## config.mk

```make
export PLATFORM = sky130hd
export DESIGN_NAME = decoder_seq
export DESIGN_NICKNAME = d
export VERILOG_FILES = /design/src/rtl/decoder_seq.sv
export SDC_FILE = /design/constraint.sdc
export NUM_CORES = 1
export LEC_CHECK = 0
export ABC_AREA = 1
export BUFFER_PORTS_ARGS = -buffer_cell sky130_fd_sc_hd__clkbuf_2
export CAP_MARGIN = 40
export CELL_PAD_IN_SITES_DETAIL_PLACEMENT = 2
export CELL_PAD_IN_SITES_GLOBAL_PLACEMENT = 2
export CORE_MARGIN = 1.5
export CORE_UTILIZATION = 32
export DETAILED_ROUTE_END_ITERATION = 7
export HOLD_SLACK_MARGIN = 0.12
export MAX_ROUTING_LAYER = met4
export PLACE_DENSITY = 0.9
export SLEW_MARGIN = 5
export SYNTH_ARGS = -nofsm -noshare
export SYNTH_HDL_FRONTEND = slang
export SYNTH_SLANG_ARGS = --single-unit
```

## constraint.sdc

```tcl
create_clock -name clk -period 3.3 [get_ports clk]
set_input_delay 0.66 -clock clk [delete_from_list [all_inputs] [get_ports clk]]
set_output_delay 0.66 -clock clk [all_outputs]
set_load 0.05 [all_outputs]
```

## src/rtl/decoder_seq.sv

```systemverilog
// decoder_seq: registered one-hot decoder with enable,
// direct (valid/ready) and self-scanning modes.
module decoder_seq #(
   parameter int SEL_W   = 3,
   parameter int DWELL_W = 4
) (
   input  logic                clk,
   input  logic                rst_n,
   input  logic                en,
   input  logic                mode,
   input  logic [SEL_W-1:0]    sel,
   input  logic                sel_valid,
   output logic                sel_ready,
   input  logic [DWELL_W-1:0]  dwell,
   output logic [2**SEL_W-1:0] d,
   output logic [SEL_W-1:0]    idx,
   output logic                wrap,
   output logic                busy
);

   localparam int OUT_W = 2**SEL_W;

   typedef enum logic [1:0] {
      IDLE   = 2'd0,
      DIRECT = 2'd1,
      SCAN   = 2'd2
   } state_t;

   state_t             state_q, state_d;
   logic [OUT_W-1:0]   d_q, d_d;
   logic [SEL_W-1:0]   idx_q, idx_d;
   logic               wrap_q, wrap_d;
   logic [DWELL_W-1:0] cnt_q, cnt_d;
   logic [DWELL_W-1:0] hold_q, hold_d;
   logic [SEL_W-1:0]   idx_nx;

   assign idx_nx = idx_q + SEL_W'(1);

   always_comb begin
      state_d = state_q;
      d_d     = d_q;
      idx_d   = idx_q;
      wrap_d  = 1'b0;
      cnt_d   = cnt_q;
      hold_d  = hold_q;
      if (!en) begin
         state_d = IDLE;
         d_d     = '0;
         idx_d   = '0;
         cnt_d   = '0;
      end else if (!mode) begin
         state_d = DIRECT;
         cnt_d   = '0;
         if (state_q != DIRECT) begin
            d_d   = '0;
            idx_d = '0;
         end else if (sel_valid) begin
            d_d   = OUT_W'(1) << sel;
            idx_d = sel;
         end
      end else begin
         state_d = SCAN;
         if (state_q != SCAN) begin
            d_d    = OUT_W'(1);
            idx_d  = '0;
            cnt_d  = '0;
            hold_d = dwell;
         end else if (cnt_q == hold_q) begin
            // dwell is only re-sampled at a position boundary
            idx_d  = idx_nx;
            d_d    = OUT_W'(1) << idx_nx;
            cnt_d  = '0;
            hold_d = dwell;
            wrap_d = (idx_q == SEL_W'(OUT_W-1));
         end else begin
            cnt_d = cnt_q + DWELL_W'(1);
         end
      end
   end

   always_ff @(posedge clk or negedge rst_n) begin
      if (!rst_n) begin
         state_q <= IDLE;
         d_q     <= '0;
         idx_q   <= '0;
         wrap_q  <= 1'b0;
         cnt_q   <= '0;
         hold_q  <= '0;
      end else begin
         state_q <= state_d;
         d_q     <= d_d;
         idx_q   <= idx_d;
         wrap_q  <= wrap_d;
         cnt_q   <= cnt_d;
         hold_q  <= hold_d;
      end
   end

   assign sel_ready = (state_q == DIRECT) && en && !mode;
   assign busy      = (state_q != IDLE);
   assign d         = d_q;
   assign idx       = idx_q;
   assign wrap      = wrap_q;

endmodule

```

# Yosys cells after proc, flatten, opt, wreduce, memory -nomap -nowiden
# Cells that the tools add are included.
[word_totals] out_inout_bits=14 input_bits=12 word_cells=48 ff_bits=22
[op_classes] n_shift=2 n_mux=24 n_eq_ne=7 add_sub_neg=2 reduce_logical=7
[op_table] operator="two-way mux 8 bit" count=6
[op_table] operator="two-way mux 4 bit" count=6
[op_table] operator="two-way mux 3 bit" count=6
[op_table] operator="left shift 1 x 3 -> 8 bit, first input constant" count=2
[op_table] operator="adder 4 x 1 -> 4 bit, second input constant" count=1
[op_table] operator="== test 4 bit" count=1
[op_table] operator="two-way mux 1 bit" count=4
[op_table] operator="two-way mux 2 bit" count=2
[op_table] operator="inequality test 4 x 1 -> 1 bit, second input constant" count=1
[op_table] operator="inequality test 4 x 2 -> 1 bit, second input constant" count=1
[op_table] operator="nonzero test 2 bit" count=2
[op_table] operator="adder 3 x 1 -> 3 bit, second input constant" count=1
[op_table] operator="== test 3 bit, second input constant" count=1
[op_table] operator="AND reduction 3 bit" count=1
[op_table] operator="== test 2 x 1 -> 1 bit, second input constant" count=1
[op_table] operator="logical AND 1 bit" count=2
[op_table] operator="inequality test 2 x 1 -> 1 bit, second input constant" count=1
[op_table] operator="inequality test 2 bit, second input constant" count=1
[op_table] operator="AND reduction 2 bit" count=1
[op_table] operator="logical NOT 1 bit" count=1

# Logic depth before layout (Yosys ltp)
[logic_depth] word_depth=6 ltp_mapped=10 ltp_nobuf=9

# Worst setup path before layout
# No wires, ideal clock.
[synth_timing] kind="input to output" startpoint="input mode" endpoint="output sel_ready" cell_stages=4 slack_ps=1410 required_time_ps=2640 n_path_buf=1 t_arrival_ps=1230 path_cell_list="inv_1 -> nand2_1 -> nor2_1 -> buf_2"
[synth_between] elab_chain_len=2
[synth_rtl] element="start: declaration" line="10" text="input logic mode,"
[synth_rtl] element="logical NOT 1 bit" line="99" text="assign sel_ready = (state_q == DIRECT) && en && !mode;"
[synth_rtl] element="logical AND 1 bit" line="99"
[synth_rtl] element="end: declaration" line="13" text="output logic sel_ready,"
# No other way between the ends.

# Worst setup path after layout
# Ends and elaborated chain as after synthesis.

==> impl_metrics.toml <==
[outcome]
status = "completed"

[routing]
postRouteAntennaNets = 0
drtIter0Drc = 22
wl_met3_um = 64
dr.pass1.iters = 2
top_layer = "met4"
finalWirelength_um = 3770
m1WireLength_um = 1580
avgViaCountPerCell = 4.84
drc = 0
post_drt_wl_per_cell_um = 15.1
num_vias = 1211
wl_met2_um = 2080

[finish]
syn_to_final_growth_pct = 16.1
fin_util_pct = 39.7
antennaDiodeCount = 0
nFillCells = 462
drive_gt1_share_pct = 18.8
layout.nets = 222

[sta]
finalHoldViolations = 0
min_period_over_period_pct = 66.2
relSlewSlack_pct = 62.2
tns_ns = 0
tightest_slew_ns = 0.567
setup_viol = 0
finalMaxSlewViolations = 0
rsz0062_at_grt = "no"
period_needed_ns = 2.18
max_freq_mhz = 458
finalClockSkew_ns = 0.00484

[min_path]
holdCritPathClass = "in -> async"

[power]
power_frac_clock_pct = 34.1
intPower_mw = 0.413
cellLeakagePower_nw = 0.891
p_sw_mw = 0.167
vdd_ir_drop_max_mv = 0.124
p_seq_share_pct = 50.5
cellPowerDensity_nw_per_um2 = 388
comb_power_share_pct = 15.4
swShare_pct = 28.8

[synthesis]
ys_ff_latch = 22
synth.distinct_cells = 15
synth_area_sq_um = 1290
synth_top_area_cell = "dfrtp_1"
synth_area_per_cell_sq_um = 7.28
syn-instance-count = 177
ys_seq_area_share_pct = 42.7
synth_top_area_share_pct = 42.7
synth.area.top_cells = "dfrtp_1 43%, nand2_1 21%, nand3_1 12%, ha_1 6.8%, inv_1 5.8%"
yosys_warnings = 0
syn_nets = 196

[clocking]
htree_levels = 1
clk_path_buf_depth = 2
clk_pin_slew_ns = 0.08
postCtsSetupBuffers = 0
cts_tree = "built"
hold_buffers = 0
cts_root_buf = "clkbuf_8"
clock-sinks = 22
clock_latency_ns = 0.27
ctsResizeCount = 0
numCtsBuffers = 3

[setup_path]
cp.arrival_ns = 1.52
critPathLaunchType = "primary input"
worstPathRequired_ns = 2.64
path_class = "in -> out"
critPathMaxFanout = 12
endpoint_kind = "output pin"

[global_routing]
globalRoute.totalOverflow = 0
grtUsageTotal_pct = 19.8
grt_pass1_vias = 1324
grt_pass1_wl_um = 6350
antenna_found_initial = 0
grt_max_degree = 23

[die]
coreArea_sq_um = 3770
initial_core_util_pct = 34.2
chipWidth_um = 66.5
die_y_um = 66.5
rows = 22
dieArea_sq_um = 4420
io_pins = 26

[flow_run]
drv_cap = 0

[placed_design]
place.gp.congestion = 0.788
hpwl_um = 2990
numPortBuffers = 25
-- power groups by stage --
stage | registers, mW | clock network [mW] | logic [mW]
after detailed placement | 0.299 | 0 | 0.0912
after global placement | 0.297 | 0 | 0.0838
after CTS | 0.294 | 0.203 | 0.0918
final | 0.293 | 0.198 | 0.0895
after floorplan | 0.303 | 0 | 0.0517
after global routing | 0.295 | 0.214 | 0.101
-- state kept, by name, indices dropped and copies added, names as in the netlist --
name     count
d            8
hold_q       4
idx          3
wrap         1
cnt_q        4
state_q      2
-- logic make-up (layout without fill, tap and decap cells) --
family                   Yosys count  after routing  share of synthesized area (%)
XOR/XNOR                           2              2                           1.36
adder cells (fa/ha/maj)            7              7                           6.80
buffers and inverters             27             52                           9.51
flip-flops                        22             22                           42.7
AND/OR/NAND/NOR                  119            119                           39.6
-- worst max-delay path, stage by stage --
cell and delay [ns]:
clkbuf_2 0.09, inv_1 0.04, nand2_1 0.07, nor2_1 0.15, buf_4 0.21, clkbuf_2 0.30
-- metal layers --
metal | GRT usage (%) | vias up
met2 | 36.5 | 17
li1 | - | 590
met1 | 22.9 | 600
met3 | 1.52 | 4
met5 | - | -
met4 | 6.12 | 0
-- cell type report --
cell class                      count  area, sq um  share of cell area (%)
Sequential cell                    22          551                    36.8
Tap cell                           48         60.1                    4.01
Inverter                           22         82.6                    5.52
Clock buffer                        4         55.1                    3.68
Multi-Input combinational cell    128          616                    41.1
Timing Repair Buffer               26          133                    8.86
-- path summary, 6_finish.rpt --
kind                               to   start  slack (ns)  cells past startpoint
setup / recovery            sel_ready    mode        1.12                      6
hold / removal             state_q[0]   rst_n        0.37                      1
setup reg to reg                 d[0]  idx[0]        1.57                      9
hold reg to reg                  d[5]    d[5]        0.49                      2
max in group asynchronous    cnt_q[1]   rst_n        2.55                      1
min in group clk                 d[5]    d[5]        0.49                      2
-- per-stage QoR --
stage | cells | cell area (sq um) | setup slack, ns | total power [mW] | hold slack (ns)
after floorplan | 177 | 1290 | 1.41 | 0.355 | 0.364
after global placement | 246 | 1440 | 1.22 | 0.381 | 0.460
after detailed placement | 246 | 1440 | 1.18 | 0.391 | 0.470
after CTS | 250 | 1500 | 1.13 | 0.589 | 0.397
after global routing | 250 | 1500 | 1.07 | 0.610 | 0.419
final | 250 | 1500 | 1.12 | 0.581 | 0.368
-- Yosys cell counts --
master   number
dfrtp_1      22
inv_2         2
nor2_1       11
nor2_2        2
buf_6         2
inv_1        20
buf_4         1
nand2_4       2
nand2_2       2
nand2_1      71
ha_1          7
nand3_1      31
buf_2         2
xor2_1        1
xnor2_1       1
-- cells in the final DEF (no fill, tap or decap), drive strengths merged --
cell     n
xor2     1
dfrtp   22
nor2    13
inv     22
ha       7
nand3   31
buf      1
xnor2    1
clkbuf  29
nand2   75
No activity file was read; power rests on OpenSTA's default activity.
